===== src/rtl/axi4_stream_multiple_downsizer_if.sv =====
// AXI4-Stream bundle shared by the wide input and narrow output of the downsizer.
// Widths are set per instance; tkeep/tstrb are one bit per tdata byte.
interface axi4_stream_if #(
  parameter int TDATA_WIDTH = 32,
  parameter int TUSER_WIDTH = 1,
  parameter int TID_WIDTH   = 8,
  parameter int TDEST_WIDTH = 8
);
  logic [TDATA_WIDTH-1:0]   tdata;
  logic [TDATA_WIDTH/8-1:0] tkeep;
  logic [TDATA_WIDTH/8-1:0] tstrb;
  logic                     tvalid;
  logic                     tready;
  logic                     tlast;
  logic [TUSER_WIDTH-1:0]   tuser;
  logic [TID_WIDTH-1:0]     tid;
  logic [TDEST_WIDTH-1:0]   tdest;

  modport master (
    output tdata, tkeep, tstrb, tvalid, tlast, tuser, tid, tdest,
    input  tready
  );

  modport slave (
    input  tdata, tkeep, tstrb, tvalid, tlast, tuser, tid, tdest,
    output tready
  );
endinterface


===== src/rtl/axi4_stream_multiple_downsizer.sv =====
// Splits each wide AXI4-Stream beat into RATIO narrow slices, LSB slice first.
// Optional macro DOWNSIZER_TKEEP_TRIM_EN drops trailing all-null slices on tlast beats.

// One slice lane: drives its slice onto the output OR-bus only when selected.
module axi4_stream_multiple_downsizer_lane #(
  parameter int DW = 32
) (
  input  logic            sel_i,
  input  logic [DW-1:0]   data_i,
  input  logic [DW/8-1:0] keep_i,
  input  logic [DW/8-1:0] strb_i,
  output logic [DW-1:0]   data_o,
  output logic [DW/8-1:0] keep_o,
  output logic [DW/8-1:0] strb_o
);
  assign data_o = sel_i ? data_i : '0;
  assign keep_o = sel_i ? keep_i : '0;
  assign strb_o = sel_i ? strb_i : '0;
endmodule

module axi4_stream_multiple_downsizer #(
  parameter int SLAVE_TDATA_WIDTH  = 64,
  parameter int MASTER_TDATA_WIDTH = 32,
  parameter int USER_WIDTH         = 1,
  parameter int ID_WIDTH           = 8,
  parameter int DEST_WIDTH         = 8
) (
  input  logic          clk_i,
  input  logic          rst_i,
  axi4_stream_if.slave  pkt_i,
  axi4_stream_if.master pkt_o
);
  localparam int RATIO = SLAVE_TDATA_WIDTH / MASTER_TDATA_WIDTH;
  localparam int MK    = MASTER_TDATA_WIDTH / 8;
  localparam int SK    = SLAVE_TDATA_WIDTH / 8;
  localparam int POS_W = $clog2(RATIO);

  typedef enum logic {EMPTY, BUSY} state_e;

  state_e                         state_q, state_d;
  logic [POS_W-1:0]               out_pos_q, out_pos_d;
  logic [POS_W-1:0]               last_pos_q, last_pos_in;
  logic                           tfirst_q, tfirst_d;
  logic                           first_q;
  logic [SLAVE_TDATA_WIDTH-1:0]   data_q;
  logic [SK-1:0]                  keep_q, strb_q;
  logic                           last_q;
  logic [USER_WIDTH-1:0]          user_q;
  logic [ID_WIDTH-1:0]            id_q;
  logic [DEST_WIDTH-1:0]          dest_q;

  logic rx_hs, tx_hs, final_slice;

  logic [RATIO-1:0][MASTER_TDATA_WIDTH-1:0] lane_data;
  logic [RATIO-1:0][MK-1:0]                 lane_keep, lane_strb;
  logic [MASTER_TDATA_WIDTH-1:0]            slice_data;
  logic [MK-1:0]                            slice_keep, slice_strb;

  assign final_slice  = (out_pos_q == last_pos_q);
  assign pkt_i.tready = (state_q == EMPTY) ||
                        (state_q == BUSY && final_slice && pkt_o.tready);
  assign rx_hs        = pkt_i.tvalid && pkt_i.tready;
  assign tx_hs        = pkt_o.tvalid && pkt_o.tready;

`ifdef DOWNSIZER_TKEEP_TRIM_EN
  logic [POS_W-1:0] trim_pos;

  // Highest slice with any live byte; slice 0 when the whole beat is null.
  always_comb begin
    trim_pos = '0;
    for (int i = 0; i < RATIO; i++)
      if (|pkt_i.tkeep[i*MK +: MK]) trim_pos = POS_W'(i);
  end

  assign last_pos_in = pkt_i.tlast ? trim_pos : POS_W'(RATIO-1);
`else
  assign last_pos_in = POS_W'(RATIO-1);
`endif

  always_comb begin
    state_d   = state_q;
    out_pos_d = out_pos_q;
    tfirst_d  = tfirst_q;
    // An rx handshake while BUSY implies the final slice is leaving now.
    if (rx_hs) begin
      state_d   = BUSY;
      out_pos_d = '0;
      tfirst_d  = pkt_i.tlast;
    end else if (tx_hs) begin
      if (final_slice) begin
        state_d   = EMPTY;
        out_pos_d = '0;
      end else begin
        out_pos_d = out_pos_q + 1'b1;
      end
    end
  end

  always_ff @(posedge clk_i or posedge rst_i) begin
    if (rst_i) begin
      state_q    <= EMPTY;
      out_pos_q  <= '0;
      last_pos_q <= '0;
      tfirst_q   <= 1'b1;
      first_q    <= 1'b0;
      data_q     <= '0;
      keep_q     <= '0;
      strb_q     <= '0;
      last_q     <= 1'b0;
      user_q     <= '0;
      id_q       <= '0;
      dest_q     <= '0;
    end else begin
      state_q   <= state_d;
      out_pos_q <= out_pos_d;
      tfirst_q  <= tfirst_d;
      if (rx_hs) begin
        last_pos_q <= last_pos_in;
        first_q    <= tfirst_q;
        data_q     <= pkt_i.tdata;
        keep_q     <= pkt_i.tkeep;
        strb_q     <= pkt_i.tstrb;
        last_q     <= pkt_i.tlast;
        user_q     <= pkt_i.tuser;
        id_q       <= pkt_i.tid;
        dest_q     <= pkt_i.tdest;
      end
    end
  end

  for (genvar g = 0; g < RATIO; g++) begin : g_lane
    axi4_stream_multiple_downsizer_lane #(.DW(MASTER_TDATA_WIDTH)) u_lane (
      .sel_i  (out_pos_q == POS_W'(g)),
      .data_i (data_q[g*MASTER_TDATA_WIDTH +: MASTER_TDATA_WIDTH]),
      .keep_i (keep_q[g*MK +: MK]),
      .strb_i (strb_q[g*MK +: MK]),
      .data_o (lane_data[g]),
      .keep_o (lane_keep[g]),
      .strb_o (lane_strb[g])
    );
  end

  always_comb begin
    slice_data = '0;
    slice_keep = '0;
    slice_strb = '0;
    for (int i = 0; i < RATIO; i++) begin
      slice_data = slice_data | lane_data[i];
      slice_keep = slice_keep | lane_keep[i];
      slice_strb = slice_strb | lane_strb[i];
    end
  end

  assign pkt_o.tvalid = (state_q == BUSY);
  assign pkt_o.tdata  = slice_data;
  assign pkt_o.tkeep  = slice_keep;
  assign pkt_o.tstrb  = slice_strb;
  assign pkt_o.tid    = id_q;
  assign pkt_o.tdest  = dest_q;
  assign pkt_o.tlast  = (state_q == BUSY) && last_q && final_slice;
  // tuser marks only the very first slice of a packet.
  assign pkt_o.tuser  = (state_q == BUSY && first_q && out_pos_q == '0) ? user_q : '0;
endmodule


===== src/flat_wrapper.sv =====
// flat-port wrapper written by rule: the top's interface ports become plain ports
module axi4_stream_multiple_downsizer_flat 
#(
  parameter int SLAVE_TDATA_WIDTH  = 64,
  parameter int MASTER_TDATA_WIDTH = 32,
  parameter int USER_WIDTH         = 1,
  parameter int ID_WIDTH           = 8,
  parameter int DEST_WIDTH         = 8
)
  (clk_i, rst_i, pkt_i_tdata, pkt_i_tkeep, pkt_i_tstrb, pkt_i_tvalid, pkt_i_tlast, pkt_i_tuser, pkt_i_tid, pkt_i_tdest, pkt_i_tready, pkt_o_tdata, pkt_o_tkeep, pkt_o_tstrb, pkt_o_tvalid, pkt_o_tlast, pkt_o_tuser, pkt_o_tid, pkt_o_tdest, pkt_o_tready);
  axi4_stream_if #(.TDATA_WIDTH(64)) pkt_i_i ();
  axi4_stream_if #(.TDATA_WIDTH(32)) pkt_o_i ();
  input  logic clk_i;
  input  logic rst_i;
  input wire logic [$bits(pkt_i_i.tdata)-1:0] pkt_i_tdata;
  input wire logic [$bits(pkt_i_i.tkeep)-1:0] pkt_i_tkeep;
  input wire logic [$bits(pkt_i_i.tstrb)-1:0] pkt_i_tstrb;
  input wire logic [$bits(pkt_i_i.tvalid)-1:0] pkt_i_tvalid;
  input wire logic [$bits(pkt_i_i.tlast)-1:0] pkt_i_tlast;
  input wire logic [$bits(pkt_i_i.tuser)-1:0] pkt_i_tuser;
  input wire logic [$bits(pkt_i_i.tid)-1:0] pkt_i_tid;
  input wire logic [$bits(pkt_i_i.tdest)-1:0] pkt_i_tdest;
  output wire logic [$bits(pkt_i_i.tready)-1:0] pkt_i_tready;
  output wire logic [$bits(pkt_o_i.tdata)-1:0] pkt_o_tdata;
  output wire logic [$bits(pkt_o_i.tkeep)-1:0] pkt_o_tkeep;
  output wire logic [$bits(pkt_o_i.tstrb)-1:0] pkt_o_tstrb;
  output wire logic [$bits(pkt_o_i.tvalid)-1:0] pkt_o_tvalid;
  output wire logic [$bits(pkt_o_i.tlast)-1:0] pkt_o_tlast;
  output wire logic [$bits(pkt_o_i.tuser)-1:0] pkt_o_tuser;
  output wire logic [$bits(pkt_o_i.tid)-1:0] pkt_o_tid;
  output wire logic [$bits(pkt_o_i.tdest)-1:0] pkt_o_tdest;
  input wire logic [$bits(pkt_o_i.tready)-1:0] pkt_o_tready;
  assign pkt_i_i.tdata = pkt_i_tdata;
  assign pkt_i_i.tkeep = pkt_i_tkeep;
  assign pkt_i_i.tstrb = pkt_i_tstrb;
  assign pkt_i_i.tvalid = pkt_i_tvalid;
  assign pkt_i_i.tlast = pkt_i_tlast;
  assign pkt_i_i.tuser = pkt_i_tuser;
  assign pkt_i_i.tid = pkt_i_tid;
  assign pkt_i_i.tdest = pkt_i_tdest;
  assign pkt_i_tready = pkt_i_i.tready;
  assign pkt_o_tdata = pkt_o_i.tdata;
  assign pkt_o_tkeep = pkt_o_i.tkeep;
  assign pkt_o_tstrb = pkt_o_i.tstrb;
  assign pkt_o_tvalid = pkt_o_i.tvalid;
  assign pkt_o_tlast = pkt_o_i.tlast;
  assign pkt_o_tuser = pkt_o_i.tuser;
  assign pkt_o_tid = pkt_o_i.tid;
  assign pkt_o_tdest = pkt_o_i.tdest;
  assign pkt_o_i.tready = pkt_o_tready;
  axi4_stream_multiple_downsizer #(.SLAVE_TDATA_WIDTH(SLAVE_TDATA_WIDTH), .MASTER_TDATA_WIDTH(MASTER_TDATA_WIDTH), .USER_WIDTH(USER_WIDTH), .ID_WIDTH(ID_WIDTH), .DEST_WIDTH(DEST_WIDTH)) u_core (.clk_i(clk_i), .rst_i(rst_i), .pkt_i(pkt_i_i), .pkt_o(pkt_o_i));
endmodule

===== config.mk =====
export PLATFORM = sky130hd
export DESIGN_NAME = axi4_stream_multiple_downsizer_flat
export DESIGN_NICKNAME = d
export VERILOG_FILES = /design/src/rtl/axi4_stream_multiple_downsizer_if.sv /design/src/rtl/axi4_stream_multiple_downsizer.sv /design/src/flat_wrapper.sv
export SDC_FILE = /design/constraint.sdc
export NUM_CORES = 1
export LEC_CHECK = 0
export CAP_MARGIN = 20
export CORE_MARGIN = 5
export CORE_UTILIZATION = 28
export CTS_CLUSTER_DIAMETER = 100
export DETAILED_ROUTE_END_ITERATION = 8
export DONT_BUFFER_PORTS = 1
export GPL_TIMING_DRIVEN = 0
export PLACE_DENSITY = 0.51
export REMOVE_ABC_BUFFERS = 1
export SYNTH_ARGS = -nofsm -noshare
export SYNTH_HDL_FRONTEND = slang
export SYNTH_SLANG_ARGS = --single-unit

===== constraint.sdc =====
create_clock -name clk_i -period 4.25 [get_ports clk_i]
set_input_delay 1.0625 -clock clk_i [delete_from_list [all_inputs] [get_ports clk_i]]
set_output_delay 1.0625 -clock clk_i [all_outputs]
set_load 0.005 [all_outputs]

## Word-level counts from Yosys, hierarchy flattened

Cells that the tools add are included.

- Flip-flop bits (word level): 103
- Input bits: 102
- Output and inout bits: 60
- Word-level logic and storage cells: 44

- Reductions and logical operators: 12
- Equality and inequality tests: 1
- Add/subtract/negate cells: 1
- Mux-type cells: 13
- Bitwise operators: 5

Operators with widths:

| kind | count |
|---|---|
| 32-bit 2-to-1 mux | 2 |
| 32-bit bitwise OR | 1 |
| 4-bit 2-to-1 mux | 4 |
| 1-bit logical AND | 8 |
| 4-bit bitwise OR | 2 |
| 1-bit 2-to-1 mux | 7 |
| 2-bit nonzero test | 2 |
| 1-bit NOT | 2 |
| 2-bit AND reduction | 1 |
| 1-bit adder, second input constant | 1 |
| 1-bit == test | 1 |
| 1-bit logical OR | 1 |

## Logic depth before layout (Yosys ltp)

- Word-level depth: 7
- Gate-level depth with buffers: 7
- Gate-level depth less buffers: 4

## Cells and area by module

Synthesis repeated with hierarchy kept, for this count alone.

- Cells, all modules: 357
- Area, all modules: 5240.0 um2

Modules (own cells, without submodules):

| module | times used | cells each | seq. area each (um2) | area each (um2) |
|---|---|---|---|---|
| axi4_stream_multiple_downsizer | 1 | 269 | 2578.7 | 4599.4 |
| axi4_stream_multiple_downsizer_lane | 2 | 44 | 0.0 | 320.3 |

## Worst setup path after synthesis

OpenSTA, ideal clock, no wires.

- Path kind: in2out
- From: input pkt_o_tready
- To: output pkt_i_tready
- Buffers on the path: 2
- Path slack: 1.523 ns
- Required time: 3.188 ns
- Arrival: 1.665 ns
- Stages on the path: 4
- Cell sequence: a21boi_2 buf_2 buf_4 inv_1

- Longest elaborated chain between the ends: 2

RTL lines:

| what | line | text |
|---|---|---|
| start: declaration | flat_wrapper.sv:32 | `input wire logic [$bits(pkt_o_i.tready)-1:0] pkt_o_tready;` |
| 1-bit logical AND | axi4_stream_multiple_downsizer.sv:61 | `(state_q == BUSY && final_slice && pkt_o.tready);` |
| 1-bit logical OR | axi4_stream_multiple_downsizer.sv:60 | `assign pkt_i.tready = (state_q == EMPTY) \|\|` |
| end: declaration | flat_wrapper.sv:23 | `output wire logic [$bits(pkt_i_i.tready)-1:0] pkt_i_tready;` |

Every way passes these cells.

## Worst setup path in the final report

- From: register u_core.out_pos_q
- To: output pkt_i_tready

- Longest elaborated chain between the ends: 4

RTL lines:

| what | line | text |
|---|---|---|
| start: declaration | axi4_stream_multiple_downsizer.sv:41 | `logic [POS_W-1:0] out_pos_q, out_pos_d;` |
| start signal: assignment | axi4_stream_multiple_downsizer.sv:115 | `out_pos_q <= out_pos_d;` |
| 1-bit == test | axi4_stream_multiple_downsizer.sv:59 | `assign final_slice = (out_pos_q == last_pos_q);` |
| 1-bit logical AND (2 in a row) | axi4_stream_multiple_downsizer.sv:61 |  |
| 1-bit logical OR | axi4_stream_multiple_downsizer.sv:60 |  |

Every way passes these cells.

==> results.md <==
* Post-DP Area at 5921 um2
* Total power at 0.004435 W
* # diodes at 0
* YS warnings at 0
* Design Area, Final at 6231 um2
* Vias at 3797
* Mapped cell area at 5668 um2
* Pre-CTS setup slack at 0.8371 ns
* Clk root buf: clkbuf_16
* Critical path arrival at 2.68 ns
* Vias/cell at 4.782
* GPL Wtd Cong at 0.6908
* Resize count post-CTS at 0
* Gr usage total at 11.09%
* Power Dens Cells at 711.8 nW/um2
* Row Count at 52
* Post-synthesis sequential area ratio at 45.50%
* Number of port buffers at 0
* Vert. Die Dim at 152.3 um
* CP required at 3.19 ns
* Setup Skew at 0.007621 ns
* Worst Setup Start Kind: register
* Slew @ Worst Pin at 0.8012 ns
* Starting DRT DRC Count at 162
* Final setup fails at 0
* Vias in the first global route at 4085
* Unrepaired setup endpoints after global routing: false
* Initial core utilization at 28.19%
* Die Footprint at 23190 um2
* Post-synth top area cell: dfrtp_1
* Max frequency at 267.4 MHz
* Area delta synth->final at 9.934%
* GRT overflow at 0
* Largest net degree at the start of global routing at 106
* Clock buffer depth at 2
* Synth top area cells: dfrtp_1 (45%), o32ai_2 (26%), nand2_1 (9.2%)
* Routed Antenna Nets at 0
* CTS tree: built
* Post-Syn Area per Cell at 10.27 um2
* Final wirelength at 12740 um
* TNS Setup at 0 ns
* DR WL/cell at 16.04 um
* Leak at 2.681 nW
* Fin. Hold Viols at 0
* Ratio of cells with drive above 1 in the final layout at 23.47%
* CORE AREA at 20100 um2
* First-pass GRT wire length at 21500 um
* Cells after Synth at 552
* Most instantiated cells after synthesis: nand2_1 (139), inv_1 (104), dfrtp_1 (102)
* # H-tree levels at 3
* Synth Flop Type: dfrtp_1
* CTS Hold Bufs at 0
* CP Max Fanout at 40
* Clock-pin slew on the worst setup and hold paths at 0.07 ns
* CTS buffer count at 9
* Period utilisation layout at 88.00%
* CP Capture Type: output port
* Top-area cell type share of the netlist area at 45.03%
* Post-synth EDFFs at 0
* Die W at 152.3 um
* Final WS setup at 0.5102 ns
* WS Path Type: reg2out
* Max-Cap Viols at 0
* Slew HR at 46.59%
* Clock sinks at 103
* Most frequent cell after synthesis: nand2_1
* Post-route DRC at 0
* Initial antenna violation count at 0
* Fin. max-slew vios at 0
* Synth Register Bits at 103
* Outcome: complete, no violations
* I/O pins at 162
* Layout Utilization at 30.99%
* Dpl hpwl at 8854 um
* Postcts setup bufs at 0
* Hold Crit Class: reg2reg
* Nets at 622
* Tmin final at 3.740 ns
* Distinct cells, synth at 22
* Peak supply drop at 213.1 uV
* Async S/R FF share, synth at 100.0%
* 1st-pass router iterations at 4
* Clk Latency, worst-skew pair at 0.34 ns
[routing by layer]
| layer | wire length (um) | track usage, % | share of wire [%] |
|---|---|---|---|
| met1 | 5380 | 13.67 | 42 |
| met5 | 0 | 0 | 0 |
| met3 | 963 | 3.664 | 7.6 |
| met4 | 200 | 4.024 | 1.6 |
| met2 | 6192 | 18.18 | 49 |
[flip-flops by register name, indices dropped and copies added (netlist names), 8 cells and up]
name / flops
u_core.pkt_o.tid: 8
u_core.keep_q: 8
u_core.data_q: 64
u_core.pkt_o.tdest: 8
u_core.strb_q: 8
[critical path, cell delays in order (launching register included)]
cell	delay (ns)
dfrtp_2	0.80
inv_1	0.18
ha_1	0.42
a21boi_4	0.56
buf_12	0.28
inv_1	0.08
[per-stage QoR]
step           hold slack [ns]  std cells
6_report                0.4895        794
5_1_grt                 0.5157        794
4_1_cts                 0.4904        794
3_5_place_dp            0.4731        778
3_3_place_gp            0.4752        768
2_1_floorplan           0.4474        498
[power breakdown]
part	leakage (nW)	switching, W	internal (W)	total [W]
sequential	1.27	0.000259	0.00144	0.00170
combinational	1.27	0.000964	0.000913	0.00188
clock	0.145	0.000370	0.000491	0.000861
total	2.68	0.00159	0.00284	0.00444
[final cells by class]
cell class | instances | area, um2
Clock buffer | 12 | 256.5
Clock inverter | 4 | 53.80
Fill cell | 2084 | 13870
Inverter | 104 | 392.9
Multi-Input combinational cell | 291 | 2387
Sequential cell | 103 | 2580
Tap cell | 270 | 337.8
Timing Repair Buffer | 10 | 222.7
[cell families (layout without fill, tap and decap cells)]
family                   Yosys count  after routing  share of synthesized area (%)
AO/OA/AOI/OAI                    143            143                          31.35
adder cells (fa/ha/maj)            1              1                         0.2207
buffers and inverters            158            130                          12.74
flip-flops                       103            103                          45.50
multiplexers                       1              1                         0.1987
AND/OR/NAND/NOR                  146            146                          10.00
[cell usage in the layout (no fill, tap or decap), drive strengths merged, types with 2 or more instances in the layout]
| cell type | n |
|---|---|
| inv | 104 |
| and3 | 2 |
| clkbuf | 12 |
| dfrtp | 102 |
| clkinvlp | 2 |
| o21ai | 40 |
| nand2 | 139 |
| o32ai | 100 |
| buf | 10 |
[path summary, 6_finish.rpt]
path | end | slack [ns] | depth (start not counted) | start
min in group asynchronous | u_core.data_q[12]$_DFFE_PP0P_ | 0.69 | 1 | rst_i
hold reg to reg | u_core.last_pos_q$_DFFE_PP0P_ | 0.49 | 1 | u_core.last_pos_q$_DFFE_PP0P_
setup / recovery | pkt_i_tready | 0.51 | 5 | u_core.out_pos_q$_DFFE_PP0P_
max in group asynchronous | u_core.data_q[15]$_DFFE_PP0P_ | 2.84 | 2 | rst_i
hold / removal | u_core.last_pos_q$_DFFE_PP0P_ | 0.49 | 1 | u_core.last_pos_q$_DFFE_PP0P_
setup reg to reg | u_core.pkt_o.tdest[1]$_DFFE_PP0P_ | 1.38 | 5 | u_core.out_pos_q$_DFFE_PP0P_
(Power assumes the default switching activity.)
